==> src/rtl/tick_timer_arbiter_pkg.sv <==
// Shared types and helpers for the tick timer arbiter: FSM state encoding
// and a one-hot to index encoder used by the round-robin picker.
package tick_timer_pkg;

  typedef enum logic [1:0] {
    S_IDLE  = 2'd0,
    S_GRANT = 2'd1,
    S_RUN   = 2'd2,
    S_DONE  = 2'd3
  } state_e;

  // Widest requester vector the encoder supports.
  localparam int MAX_NREQ = 8;

  // Encode a one-hot (or all-zero) vector into the index of its set bit.
  function automatic logic [2:0] onehot2idx(input logic [MAX_NREQ-1:0] oh);
    logic [2:0] idx;
    idx = 3'd0;
    for (int i = 0; i < MAX_NREQ; i++) begin
      idx = idx | ({3{oh[i]}} & 3'(i));
    end
    return idx;
  endfunction

endpackage

==> src/rtl/tick_timer_arbiter_if.sv <==
// Request/grant bundle between the control FSMs (master) and the shared
// tick timer (slave). Clock and reset travel as plain ports.
interface tick_timer_arbiter_if #(
  parameter int NREQ      = 4,
  parameter int CNT_WIDTH = 4,
  parameter int IDW       = 2
);
  logic                      tick_en;
  logic [NREQ-1:0]           req;
  logic [NREQ*CNT_WIDTH-1:0] req_len;
  logic [NREQ-1:0]           grant;
  logic                      busy;
  logic [CNT_WIDTH-1:0]      count_out;
  logic                      done;
  logic [IDW-1:0]            done_id;

  modport master (
    output tick_en, req, req_len,
    input  grant, busy, count_out, done, done_id
  );

  modport slave (
    input  tick_en, req, req_len,
    output grant, busy, count_out, done, done_id
  );
endinterface

==> src/rtl/tick_timer_arbiter_rr.sv <==
// Combinational round-robin picker: selects the first set request at or
// above ptr, wrapping to the lowest set request when none is found above.
module rr_arbiter
  import tick_timer_pkg::*;
#(
  parameter int NREQ = 4,
  parameter int IDW  = 2
) (
  input  logic [NREQ-1:0] req_i,
  input  logic [IDW-1:0]  ptr_i,
  output logic [NREQ-1:0] gnt_onehot_o,
  output logic [IDW-1:0]  gnt_idx_o,
  output logic            any_o
);

  logic [NREQ-1:0]     mask_s;
  logic [NREQ-1:0]     hi_s;
  logic [NREQ-1:0]     pick_s;
  logic [MAX_NREQ-1:0] oh_wide_s;

  // Isolate the lowest set bit of the requests at/above ptr, else of all requests.
  always_comb begin
    mask_s       = ~((NREQ'(1) << ptr_i) - NREQ'(1));
    hi_s         = req_i & mask_s;
    pick_s       = (hi_s != {NREQ{1'b0}}) ? hi_s : req_i;
    gnt_onehot_o = pick_s & (~pick_s + NREQ'(1));
    any_o        = |req_i;
    oh_wide_s    = MAX_NREQ'(gnt_onehot_o);
    gnt_idx_o    = IDW'(onehot2idx(oh_wide_s));
  end

endmodule

==> src/rtl/tick_timer_arbiter.sv <==
// Shared interval timer: grants one modulo tick counter round-robin among
// NREQ requesters, counts LEN tick_en strobes for the owner, then pulses
// done with the owner's index. A dropped owner request aborts the interval.
module tick_timer_arbiter
  import tick_timer_pkg::*;
#(
  parameter int NREQ      = 4,
  parameter int CNT_WIDTH = 4,
  parameter int IDW       = 2
) (
  input logic                 clk,
  input logic                 reset_n,
  tick_timer_arbiter_if.slave bus
);

  state_e               state_q;
  logic [IDW-1:0]       ptr_q;
  logic [IDW-1:0]       owner_q;
  logic [CNT_WIDTH-1:0] len_q;
  logic [NREQ-1:0]      grant_q;
  logic                 busy_q;
  logic [CNT_WIDTH-1:0] count_q;
  logic                 done_q;
  logic [IDW-1:0]       done_id_q;

  logic [NREQ-1:0]      arb_onehot_s;
  logic [IDW-1:0]       arb_idx_s;
  logic                 arb_any_s;
  logic [CNT_WIDTH-1:0] raw_len_s;
  logic [CNT_WIDTH-1:0] win_len_d;
  logic [CNT_WIDTH-1:0] last_cnt_s;
  logic [IDW-1:0]       ptr_d;
  logic                 owner_req_s;

  rr_arbiter #(
    .NREQ (NREQ),
    .IDW  (IDW)
  ) u_rr (
    .req_i        (bus.req),
    .ptr_i        (ptr_q),
    .gnt_onehot_o (arb_onehot_s),
    .gnt_idx_o    (arb_idx_s),
    .any_o        (arb_any_s)
  );

  // Winner's length (zero maps to one), terminal count, next pointer, owner request.
  always_comb begin
    raw_len_s   = bus.req_len[int'(arb_idx_s)*CNT_WIDTH +: CNT_WIDTH];
    win_len_d   = (raw_len_s == {CNT_WIDTH{1'b0}}) ? CNT_WIDTH'(1) : raw_len_s;
    last_cnt_s  = len_q - CNT_WIDTH'(1);
    ptr_d       = (owner_q == IDW'(NREQ - 1)) ? {IDW{1'b0}} : owner_q + IDW'(1);
    owner_req_s = bus.req[owner_q];
  end

  // Arbitration FSM with counter, pointer and all registered outputs.
  always_ff @(posedge clk or negedge reset_n) begin
    if (!reset_n) begin
      state_q   <= S_IDLE;
      ptr_q     <= {IDW{1'b0}};
      owner_q   <= {IDW{1'b0}};
      len_q     <= {CNT_WIDTH{1'b0}};
      grant_q   <= {NREQ{1'b0}};
      busy_q    <= 1'b0;
      count_q   <= {CNT_WIDTH{1'b0}};
      done_q    <= 1'b0;
      done_id_q <= {IDW{1'b0}};
    end else begin
      done_q    <= 1'b0;
      done_id_q <= {IDW{1'b0}};
      case (state_q)
        S_IDLE: begin
          if (arb_any_s) begin
            owner_q <= arb_idx_s;
            grant_q <= arb_onehot_s;
            len_q   <= win_len_d;
            busy_q  <= 1'b1;
            state_q <= S_GRANT;
          end
        end
        S_GRANT: begin
          if (!owner_req_s) begin
            // Owner withdrew: release without done, still skip past it.
            state_q <= S_IDLE;
            grant_q <= {NREQ{1'b0}};
            busy_q  <= 1'b0;
            count_q <= {CNT_WIDTH{1'b0}};
            ptr_q   <= ptr_d;
          end else begin
            count_q <= {CNT_WIDTH{1'b0}};
            state_q <= S_RUN;
          end
        end
        S_RUN: begin
          if (!owner_req_s) begin
            state_q <= S_IDLE;
            grant_q <= {NREQ{1'b0}};
            busy_q  <= 1'b0;
            count_q <= {CNT_WIDTH{1'b0}};
            ptr_q   <= ptr_d;
          end else if (bus.tick_en) begin
            if (count_q == last_cnt_s) begin
              state_q   <= S_DONE;
              count_q   <= {CNT_WIDTH{1'b0}};
              done_q    <= 1'b1;
              done_id_q <= owner_q;
            end else begin
              count_q <= count_q + CNT_WIDTH'(1);
            end
          end
        end
        S_DONE: begin
          state_q <= S_IDLE;
          grant_q <= {NREQ{1'b0}};
          busy_q  <= 1'b0;
          count_q <= {CNT_WIDTH{1'b0}};
          ptr_q   <= ptr_d;
        end
        default: begin
          state_q <= S_IDLE;
          grant_q <= {NREQ{1'b0}};
          busy_q  <= 1'b0;
          count_q <= {CNT_WIDTH{1'b0}};
        end
      endcase
    end
  end

  assign bus.grant     = grant_q;
  assign bus.busy      = busy_q;
  assign bus.count_out = count_q;
  assign bus.done      = done_q;
  assign bus.done_id   = done_id_q;

endmodule

==> src/flat_wrapper.sv <==
// flat-port wrapper written by rule: the top's interface ports become plain ports
module tick_timer_arbiter_flat import tick_timer_pkg::*;
#(
  parameter int NREQ      = 4,
  parameter int CNT_WIDTH = 4,
  parameter int IDW       = 2
)
  (clk, reset_n, bus_tick_en, bus_req, bus_req_len, bus_grant, bus_busy, bus_count_out, bus_done, bus_done_id);
  tick_timer_arbiter_if #(.NREQ(NREQ), .CNT_WIDTH(CNT_WIDTH), .IDW(IDW)) bus_i ();
  input logic clk;
  input logic reset_n;
  input wire logic [$bits(bus_i.tick_en)-1:0] bus_tick_en;
  input wire logic [$bits(bus_i.req)-1:0] bus_req;
  input wire logic [$bits(bus_i.req_len)-1:0] bus_req_len;
  output wire logic [$bits(bus_i.grant)-1:0] bus_grant;
  output wire logic [$bits(bus_i.busy)-1:0] bus_busy;
  output wire logic [$bits(bus_i.count_out)-1:0] bus_count_out;
  output wire logic [$bits(bus_i.done)-1:0] bus_done;
  output wire logic [$bits(bus_i.done_id)-1:0] bus_done_id;
  assign bus_i.tick_en = bus_tick_en;
  assign bus_i.req = bus_req;
  assign bus_i.req_len = bus_req_len;
  assign bus_grant = bus_i.grant;
  assign bus_busy = bus_i.busy;
  assign bus_count_out = bus_i.count_out;
  assign bus_done = bus_i.done;
  assign bus_done_id = bus_i.done_id;
  tick_timer_arbiter #(.NREQ(NREQ), .CNT_WIDTH(CNT_WIDTH), .IDW(IDW)) u_core (.clk(clk), .reset_n(reset_n), .bus(bus_i));
endmodule
==> config.mk <==
export PLATFORM = sky130hd
export DESIGN_NAME = tick_timer_arbiter_flat
export DESIGN_NICKNAME = d
export VERILOG_FILES = /design/src/rtl/tick_timer_arbiter_pkg.sv /design/src/rtl/tick_timer_arbiter_if.sv /design/src/rtl/tick_timer_arbiter_rr.sv /design/src/rtl/tick_timer_arbiter.sv /design/src/flat_wrapper.sv
export SDC_FILE = /design/constraint.sdc
export NUM_CORES = 1
export LEC_CHECK = 0
export CORE_AREA = 2 2 57 59
export CTS_BUF_LIST = sky130_fd_sc_hd__clkbuf_16
export CTS_CLUSTER_DIAMETER = 30
export DETAILED_ROUTE_END_ITERATION = 6
export DIE_AREA = 0 0 59 61
export PLACE_DENSITY_LB_ADDON = 0.15
export SETUP_SLACK_MARGIN = 0.2
export SYNTH_ARGS = -nofsm -noshare
export SYNTH_HDL_FRONTEND = slang
export SYNTH_SLANG_ARGS = --single-unit
==> constraint.sdc <==
create_clock -name clk -period 5.3 [get_ports clk]
set_input_delay 1.06 -clock clk [delete_from_list [all_inputs] [get_ports clk]]
set_output_delay 1.06 -clock clk [all_outputs]
set_load 0.03 [all_outputs]
; Word-level counts from Yosys, hierarchy flattened
; Cells that the tools add are included.
[op_classes]
eq_ne = 9
mux = 31
n_bitwise = 6
addsub = 5
shifts = 2
n_lt_le_gt_ge = 1
n_reduce_logical = 13
[op_table]
columns = operator, n
row1 = 4-bit 2-to-1 mux, 7
row2 = 2-bit 2-to-1 mux, 11
row3 = 16-bit by 5-bit variable part select with 4-bit output, 1
row4 = 4-bit one-hot mux with 3 select lines, 1
row5 = "4-bit by 1-bit adder with 4-bit output, second input constant", 2
row6 = 4-bit bitwise AND, 2
row7 = 4-bit inverter, 2
row8 = 2-bit one-hot mux with 4 select lines, 1
row9 = 4-bit one-hot mux with 2 select lines, 1
row10 = 2-bit AND reduction, 4
row11 = 1-bit 2-to-1 mux, 7
row12 = "2-bit == test, second input constant", 3
row13 = "3-bit inequality test, second input constant", 2
row14 = 4-bit == test, 1
row15 = 4-bit logical NOT, 1
row16 = 2-bit one-hot mux with 2 select lines, 1
row17 = 2-bit nonzero test, 2
row18 = 4-bit nonzero test, 1
row19 = 2-bit OR reduction, 2
row20 = 4-bit OR reduction, 1
row21 = "1-bit by 2-bit left shift with 4-bit output, first input constant", 1
row22 = "4-bit by 1-bit subtractor with 4-bit output, second input constant", 1
row23 = "4-bit by 2-bit subtractor with 4-bit output, second input constant", 1
row24 = "2-bit by 3-bit less-than comparator with 1-bit output, second input constant", 1
row25 = other kinds (10), 10
[totals]
register_bits = 22
wordCells = 76
input_bits = 23

; Depth between registers and ports, before layout
; Gate-level depths: netlist (run 1).
[depth]
ltp_word = 14
mapped_depth = 8
mapped_depth_nobuf = 7

; Cells and area by module
; A second synthesis (run 1) with hierarchy kept.
[hier_totals]
hier_cells = 141
hier_area_um2 = 1455.1
[modules_own_cells]
columns = module, cells_each, n_inst, seq_area_each_um2, area_per_inst_um2
row1 = tick_timer_arbiter, 109, 1, 550.5, 1255.0
row2 = rr_arbiter, 32, 1, 0.0, 200.2

; Worst setup path before layout (run 1)
; OpenSTA, ideal clock, no wires.
[synth_path]
path_type = input-to-reg
startpoint = input bus_req[3]
endpoint = register u_core.count_q[2], in the netlist u_core.bus.count_out[2]
t_required_ns = 5.235
setup_time_ns = 0.065
path_slack_ns = 2.777
path_buffers = 1
arrival_time_ns = 2.459
cell_stages = 7
path_cell_list = buf_6 -> mux4_2 -> nand2_4 -> o21ai_4 -> a211o_1 -> nor3b_2 -> a21o_1
[synth_via]
elab_chain_cells = 4
[synth_lines]
columns = item, line
row1 = start: declaration, flat_wrapper.sv:13  ; input wire logic [$bits(bus_i.req)-1:0] bus_req;
row2 = 1-bit binary-select mux with 2-bit select *, tick_timer_arbiter.sv:52  ; owner_req_s = bus.req[owner_q];
row3 = 1-bit 2-to-1 mux (implied by the code) *, tick_timer_arbiter.sv:52
row4 = 4-bit 2-to-1 mux / 3-bit inequality test (equally long branches), -
row5 = 4-bit one-hot mux with 2 select lines / 2-bit AND reduction (equally long branches), -
row6 = end signal: assignment, tick_timer_arbiter.sv:64  ; count_q <= {CNT_WIDTH{1'b0}};
row7 = end signal: assignment, tick_timer_arbiter.sv:98  ; count_q <= {CNT_WIDTH{1'b0}};
row8 = end signal: assignment, tick_timer_arbiter.sv:103  ; count_q <= {CNT_WIDTH{1'b0}};
row9 = end: declaration, tick_timer_arbiter.sv:22  ; logic [CNT_WIDTH-1:0] count_q;
; Every way passes the cells marked *; elsewhere a longest branch is shown, timed or not. The select of a mux whose other input is x is not followed.
; A chain may end at the register's enable or synchronous reset.

; Worst setup path after layout (run 1)
[layout_path]
startpoint = input bus_req[0]
endpoint = register u_core.len_q[0]
[layout_via]
elab_chain_cells = 11
[layout_lines]
columns = item, line
row1 = 4-bit bitwise AND, tick_timer_arbiter_rr.sv:24  ; hi_s = req_i & mask_s;
row2 = 4-bit nonzero test, tick_timer_arbiter_rr.sv:25  ; pick_s = (hi_s != {NREQ{1'b0}}) ? hi_s : req_i;
row3 = 4-bit 2-to-1 mux, tick_timer_arbiter_rr.sv:25
row4 = 4-bit inverter, tick_timer_arbiter_rr.sv:26  ; gnt_onehot_o = pick_s & (~pick_s + NREQ'(1));
row5 = 4-bit by 1-bit adder with 4-bit output, tick_timer_arbiter_rr.sv:26
row6 = 4-bit bitwise AND, tick_timer_arbiter_rr.sv:26
row7 = 1-bit by 2-bit bitwise OR with 2-bit output, tick_timer_arbiter_pkg.sv:20  ; idx = idx | ({3{oh[i]}} & 3'(i));
row8 = 2-bit bitwise OR, tick_timer_arbiter_pkg.sv:20
row9 = 16-bit by 5-bit variable part select with 4-bit output, tick_timer_arbiter.sv:48  ; raw_len_s = bus.req_len[int'(arb_idx_s)*CNT_WIDTH +: CNT_WIDTH];
row10 = 4-bit logical NOT, tick_timer_arbiter.sv:49  ; win_len_d = (raw_len_s == {CNT_WIDTH{1'b0}}) ? CNT_WIDTH'(1) : raw_len_s;
row11 = 4-bit 2-to-1 mux, tick_timer_arbiter.sv:49
row12 = end signal: assignment, tick_timer_arbiter.sv:61  ; len_q <= {CNT_WIDTH{1'b0}};
row13 = end signal: assignment, tick_timer_arbiter.sv:75  ; len_q <= win_len_d;
row14 = end: declaration, tick_timer_arbiter.sv:19  ; logic [CNT_WIDTH-1:0] len_q;
; Several ways; a longest one is shown, not always the timed one.

==> flow_summary.ini, run 1 <==
[final_layout]
drive_gt1_frac = 0.08380
fillers = 264
antennaDiodeCount = 0
syn_to_final_growth_pct = 30.08
post-route-util = 0.6322
layout.cells.non_filler = 212
mostFrequentLayoutCells = clkdlybuf4s50_1, dfrtp_1, nand2_1
mostFrequentLayoutCell = clkdlybuf4s50_1
layout.nets = 211

[route]
wl_per_cell_um = 14.95
viasPerCell = 5.868
drc = 0
drt_iter0_drc = 43
drtPass1Iterations = 4
drtAntennaViolNets = 0
via_count = 1244
routed_wl_mm = 3.170

[floorplanning]
std_cell_rows = 20
start_util = 0.4860
die_height_um = 61
io_pins = 35
die_w_um = 59
core_mm2 = 0.002953
dieArea_mm2 = 0.003599

[clock_network]
clkTransAtPathRegs_ns = 0.05
clock_sinks = 22
cts-buffers-inserted = 3
cts_resized = 0
htreeDepth = 1
ctsHoldBuffers = 0
cts.path.max_buffers = 2
cts_post_setup_buffers_inserted = 0
cts_tree = done
ctsRootBufferMaster = clkbuf_16
clkLatencyLatePin_ns = 0.25

[global_route]
grt_pass1_wl_mm = 5.437
overflow = 0
antenna_found_initial = 0
grt_max_degree = 23
grt_pass1_vias = 1195
grtUsageTotal = 0.2046

[setup_path]
endpoint_kind = register
rr_startpoint = u_core.ptr_q[1]$_DFFE_PN0P_
cpPeakStageDelay_ns = 0.53
worstSetupPathDepth = 7
r2r_slack_ns = 3.19
crit_buf_inv = 1
slowest_stage = clkdlybuf4s50_1
required_ns = 5.43
rr_endpoint = u_core.len_q[0]$_DFFE_PN0P_
crit_chain = clkdlybuf4s50_1 -> nor2b_1 -> o21a_1 -> or2_0 -> and3_1 -> o41ai_2 -> o21ai_1
crit_end = u_core.len_q[0]$_DFFE_PN0P_
worstSetupPathType = in -> reg
worstRegToRegCells = 6
worstPathArrival_ns = 3.13
path_delay_family = simple AND/OR/NAND/NOR gates
crit_path_start = bus_req[0]
cp-start-kind = primary input
worstPathMaxFanout = 8

[logic_synthesis]
yosys.area.top_type = dfrtp_1
seq_area_frac_synth = 0.3836
synth_top_cell_area_share = 0.3836
syn_inst = 146
ys_top_cells_by_area = dfrtp_1, ha_1, nand2_1
synth_area_mm2 = 0.001435
synthArstFlopShare = 1.000
synth_edf_count = 0
ys_seq_elements = 22
ys_warn_count = 0
syn_area_per_cell_um2 = 9.830
synth.distinct_cells = 49
syn_nets = 176
synthFlopType = dfrtp_1

[place]
place_hpwl_mm = 2.387
io_buffers = 34
dpl.cell_count = 209
gp_congestion = 0.7900

[sta]
hold_viol_final = 0
finalCritPeriodShare = 0.5649
final_max_slew_viol_count = 0
slew_headroom = 0.3678
finClkSkew_ns = 0.001585
period_needed_ns = 2.994
fmax_ghz = 0.3340
setup_viol = 0
grt_setup_unrepaired = no
setup_tns_ns = 0
worst_pin_slew_ns = 0.9453
whs_ns = 0.4810

[status]
status = complete, no violations

[power]
p_per_area_mw_per_mm2 = 552.2
power.share.combinational = 0.552
p_leak_uw = 0.0008111
net-switching-power_uw = 445.7
power.internal_uw = 585.1
pwr-share-clk = 0.150
swShare = 0.4324
power_frac_seq = 0.298
ir_worst_vdd_uv = 222.2

[run]
drv_cap = 0

[hold_path]
hold_class = reg -> reg
-- synth_stat cells (all sizes together), types with 2 or more instances --
master / number
mux2: 3
nand2: 17
nor3: 2
o31ai: 3
xor2: 2
nor2: 6
a211oi: 4
nand3: 5
a21oi: 4
dfrtp: 22
a32o: 4
inv: 8
buf: 3
o21ai: 13
nor3b: 5
and3: 3
a21o: 3
xnor2: 5
nand2b: 2
nor2b: 3
ha: 7
-- worst min path at each step --
stage	start	to	slack, ns	depth (start not counted)
finish	u_core.bus.busy$_DFFE_PN0P_	u_core.bus.busy$_DFFE_PN0P_	0.48	1
global route	u_core.bus.busy$_DFFE_PN0P_	u_core.bus.busy$_DFFE_PN0P_	0.52	1
CTS	u_core.bus.busy$_DFFE_PN0P_	u_core.bus.busy$_DFFE_PN0P_	0.48	1
detailed placement	u_core.bus.busy$_DFFE_PN0P_	u_core.bus.busy$_DFFE_PN0P_	0.47	1
global placement	u_core.bus.busy$_DFFE_PN0P_	u_core.bus.busy$_DFFE_PN0P_	0.46	1
floorplan	u_core.len_q[3]$_DFFE_PN0P_	u_core.len_q[3]$_DFFE_PN0P_	0.47	2
-- per-layer routing --
layer  part of all wire  track usage
met5                  0            0
met4              0.026       0.1136
met3              0.052      0.02132
met2               0.47       0.3413
met1               0.45       0.2610
-- stage by stage --
stage / cell area [um2] / total power [uW] / setup WS (ns)
2_1_floorplan: 1435 / 721.9 / 2.777
3_3_place_gp: 1792 / 856.6 / 2.137
3_5_place_dp: 1792 / 873.5 / 2.048
4_1_cts: 1867 / 1036 / 2.311
5_1_grt: 1867 / 1125 / 2.062
6_report: 1867 / 1031 / 2.306
-- final cells by class --
type | instances | area (um2) | share of cell area
multi-input cells | 112 | 829.5 | 0.4444
flip-flops and latches | 22 | 550.5 | 0.2949
repair buffers | 34 | 340.3 | 0.1823
clock buffers | 3 | 75.07 | 0.04021
well taps | 33 | 41.29 | 0.02212
inverters | 8 | 30.03 | 0.01609
-- power groups by stage --
| stage | clock network [uW] | registers [uW] | logic [uW] |
|---|---|---|---|
| 5_1_grt | 165 | 319 | 641 |
| 3_3_place_gp | 0 | 305 | 552 |
| 2_1_floorplan | 0 | 329 | 393 |
| 4_1_cts | 159 | 306 | 571 |
| 3_5_place_dp | 0 | 307 | 566 |
| 6_report | 155 | 307 | 569 |
-- kinds of logic (layout without fill, tap and decap cells) --
group	count (synthesis)	count (layout)	share of synthesized area
flip-flops	22	22	0.3836
buffers and inverters	12	45	0.03836
XOR/XNOR	7	7	0.04272
AND/OR/NAND/NOR	48	48	0.1883
multiplexers	4	4	0.03923
adder cells (fa/ha/maj)	7	7	0.06103
AO/OA/AOI/OAI	46	46	0.2467
-- flip-flops by register name, summed over array words and instances, names as in the netlist --
register / count
u_core.bus.busy: 1
u_core.state_q: 2
u_core.bus.done: 1
u_core.bus.count_out: 4
u_core.bus.done_id: 2
u_core.ptr_q: 2
u_core.bus.grant: 4
u_core.len_q: 4
u_core.owner_q: 2
(Power assumes the default switching activity.)
==> run 2: changes to the inputs <==
--- a/config.mk
+++ b/config.mk
@@ -5,11 +5,11 @@
 export SDC_FILE = /design/constraint.sdc
 export NUM_CORES = 1
 export LEC_CHECK = 0
-export CORE_AREA = 2 2 57 59
+export CORE_AREA = 2 2 58 60
 export CTS_BUF_LIST = sky130_fd_sc_hd__clkbuf_16
 export CTS_CLUSTER_DIAMETER = 30
 export DETAILED_ROUTE_END_ITERATION = 6
-export DIE_AREA = 0 0 59 61
+export DIE_AREA = 0 0 60 62
 export PLACE_DENSITY_LB_ADDON = 0.15
 export SETUP_SLACK_MARGIN = 0.2
 export SYNTH_ARGS = -nofsm -noshare
==> constraint.sdc (replaced) <==
create_clock -name clk -period 2.9 [get_ports clk]
set_input_delay 0.58 -clock clk [delete_from_list [all_inputs] [get_ports clk]]
set_output_delay 0.58 -clock clk [all_outputs]
set_load 0.03 [all_outputs]
==> run 2 against run 1 <==
  * Sequential power rose by 83%
  * Utilization fell by 2.8 points
  * Combinational power rose by 85%
  * First-iteration DRC count rose by 9.3%
  * Final cell count rose by 7.1%
  * Via count rose by 2.4%
  * Sequential share of layout area fell by 0.83 points
  * Hold slack improved by 0.0043 ns
  * Routed wire length rose by 4.8%
  * Global-route usage fell by 1.0 points
  * Die area rose by 3.4%
==> flow_summary.ini, run 2 (same netlist as run 1, synthesis figures left out) <==
[setup_path]
cp-start-kind = primary input
endpoint_kind = register
rr_endpoint = u_core.len_q[0]$_DFFE_PN0P_
crit_path_start = bus_req[2]
worstRegToRegCells = 6
required_ns = 3.03
worstPathArrival_ns = 2.66
worstSetupPathType = in -> reg
crit_end = u_core.len_q[0]$_DFFE_PN0P_
rr_startpoint = u_core.ptr_q[1]$_DFFE_PN0P_
r2r_slack_ns = 0.76
worstPathMaxFanout = 8

[run]
drv_cap = 0

[route]
routed_wl_mm = 3.322
drtPass1Iterations = 4
viasPerCell = 5.612
drtAntennaViolNets = 0
drt_iter0_drc = 47
wl_per_cell_um = 14.63
drc = 0
via_count = 1274

[global_route]
grt_max_degree = 23
busiest_layer = met2
grtUsageTotal = 0.1945
met2_usage = 0.3307
antenna_found_initial = 0
globalRouteMet3Util = 0.02277
grt_util_met1 = 0.2555
grt_pass1_wl_mm = 5.457
overflow = 0
grt_pass1_vias = 1190

[final_layout]
mostFrequentLayoutCell = clkdlybuf4s50_1
multiInputGateArea_um2 = 829.5
fillers = 280
layout.area.seq_um2 = 550.5
drive_gt1_frac = 0.09392
mostFrequentLayoutCells = clkdlybuf4s50_1, dfrtp_1, nand2_1
syn_to_final_growth_pct = 33.83
layout.nets = 212
antennaDiodeCount = 0

[power]
swShare = 0.4164
p_per_area_mw_per_mm2 = 1035
pwr-share-clk = 0.192
p_leak_uw = 0.0008301
power_frac_seq = 0.282
power.share.combinational = 0.527
ir_worst_vdd_uv = 486.4
net-switching-power_uw = 828.1
power.internal_uw = 1161

[clock_network]
ctsHoldBuffers = 0
clkLatencyLatePin_ns = 0.25
cts_tree = done
cts.path.max_buffers = 2
cts_post_setup_buffers_inserted = 0
clock_sinks = 22
cts-buffers-inserted = 3
clkTransAtPathRegs_ns = 0.06
ctsRootBufferMaster = clkbuf_16
cts_resized = 0
htreeDepth = 1

[sta]
hold_viol_final = 0
setup_tns_ns = 0
worst_pin_slew_ns = 0.5268
slew_headroom = 0.6488
grt_setup_unrepaired = no
finClkSkew_ns = 0.003363
setup_viol = 0
whs_ns = 0.4853
finalCritPeriodShare = 0.8749
period_needed_ns = 2.537
fmax_ghz = 0.3941
final_max_slew_viol_count = 0

[place]
place_hpwl_mm = 2.511
gp_congestion = 0.8063
io_buffers = 34

[floorplanning]
die_w_um = 60
start_util = 0.4514
dieArea_mm2 = 0.003720
core_mm2 = 0.003179
die_height_um = 62
io_pins = 35
std_cell_rows = 21

[hold_path]
hold_class = reg -> reg

[status]
status = complete, no violations
==> run 2: cell type report <==
cell class	count	area share
Tap cell	46	0.02997
Inverter	8	0.01564
Multi-Input combinational cell	112	0.4319
Sequential cell	22	0.2866
Timing Repair Buffer	35	0.1811
Clock buffer	3	0.03909
Clock inverter	1	0.01564
==> run 2: worst min-delay path by stage <==
stage	from	end	slack (ns)	cells past startpoint
floorplan	reset_n	u_core.bus.busy$_DFFE_PN0P_	0.28	0
global placement	u_core.bus.busy$_DFFE_PN0P_	u_core.bus.busy$_DFFE_PN0P_	0.46	1
detailed placement	u_core.bus.busy$_DFFE_PN0P_	u_core.bus.busy$_DFFE_PN0P_	0.47	1
CTS	u_core.bus.busy$_DFFE_PN0P_	u_core.bus.busy$_DFFE_PN0P_	0.49	1
global route	u_core.bus.busy$_DFFE_PN0P_	u_core.bus.busy$_DFFE_PN0P_	0.52	1
finish	u_core.bus.busy$_DFFE_PN0P_	u_core.bus.busy$_DFFE_PN0P_	0.49	1
==> run 2: power groups by stage <==
stage | combinational [uW] | clock, uW | sequential, uW
floorplan | 719 | 0 | 601
global placement | 1010 | 0 | 559
detailed placement | 1040 | 0 | 561
CTS | 1050 | 387 | 561
global route | 1170 | 404 | 582
finish | 1050 | 381 | 561
==> run 2: layer usage <==
layer  share of wire  up-vias
met1            0.44      601
met3           0.056        8
met2            0.48       51
met5               0        -
li1                -      614
met4           0.021        0
==> run 2: critical path: stages <==
cell	delay, ns
clkdlybuf4s50_1	0.55
nor2b_4	0.21
a221oi_2	0.49
or2_0	0.41
a211oi_1	0.16
o21ai_0	0.19
o21ai_1	0.07
==> run 2: through the flow <==
stage,utilization,cells,setup slack (ns),total power (uW),area (um2)
after global placement,0.5710,223,0.2174,1569,1815
after floorplan,-,146,0.8567,1319,1435
after detailed placement,0.5710,223,0.1353,1602,1815
after global routing,0.6041,227,0.2220,2155,1921
final,0.6041,227,0.3626,1989,1921
after CTS,0.6041,227,0.3960,1995,1921
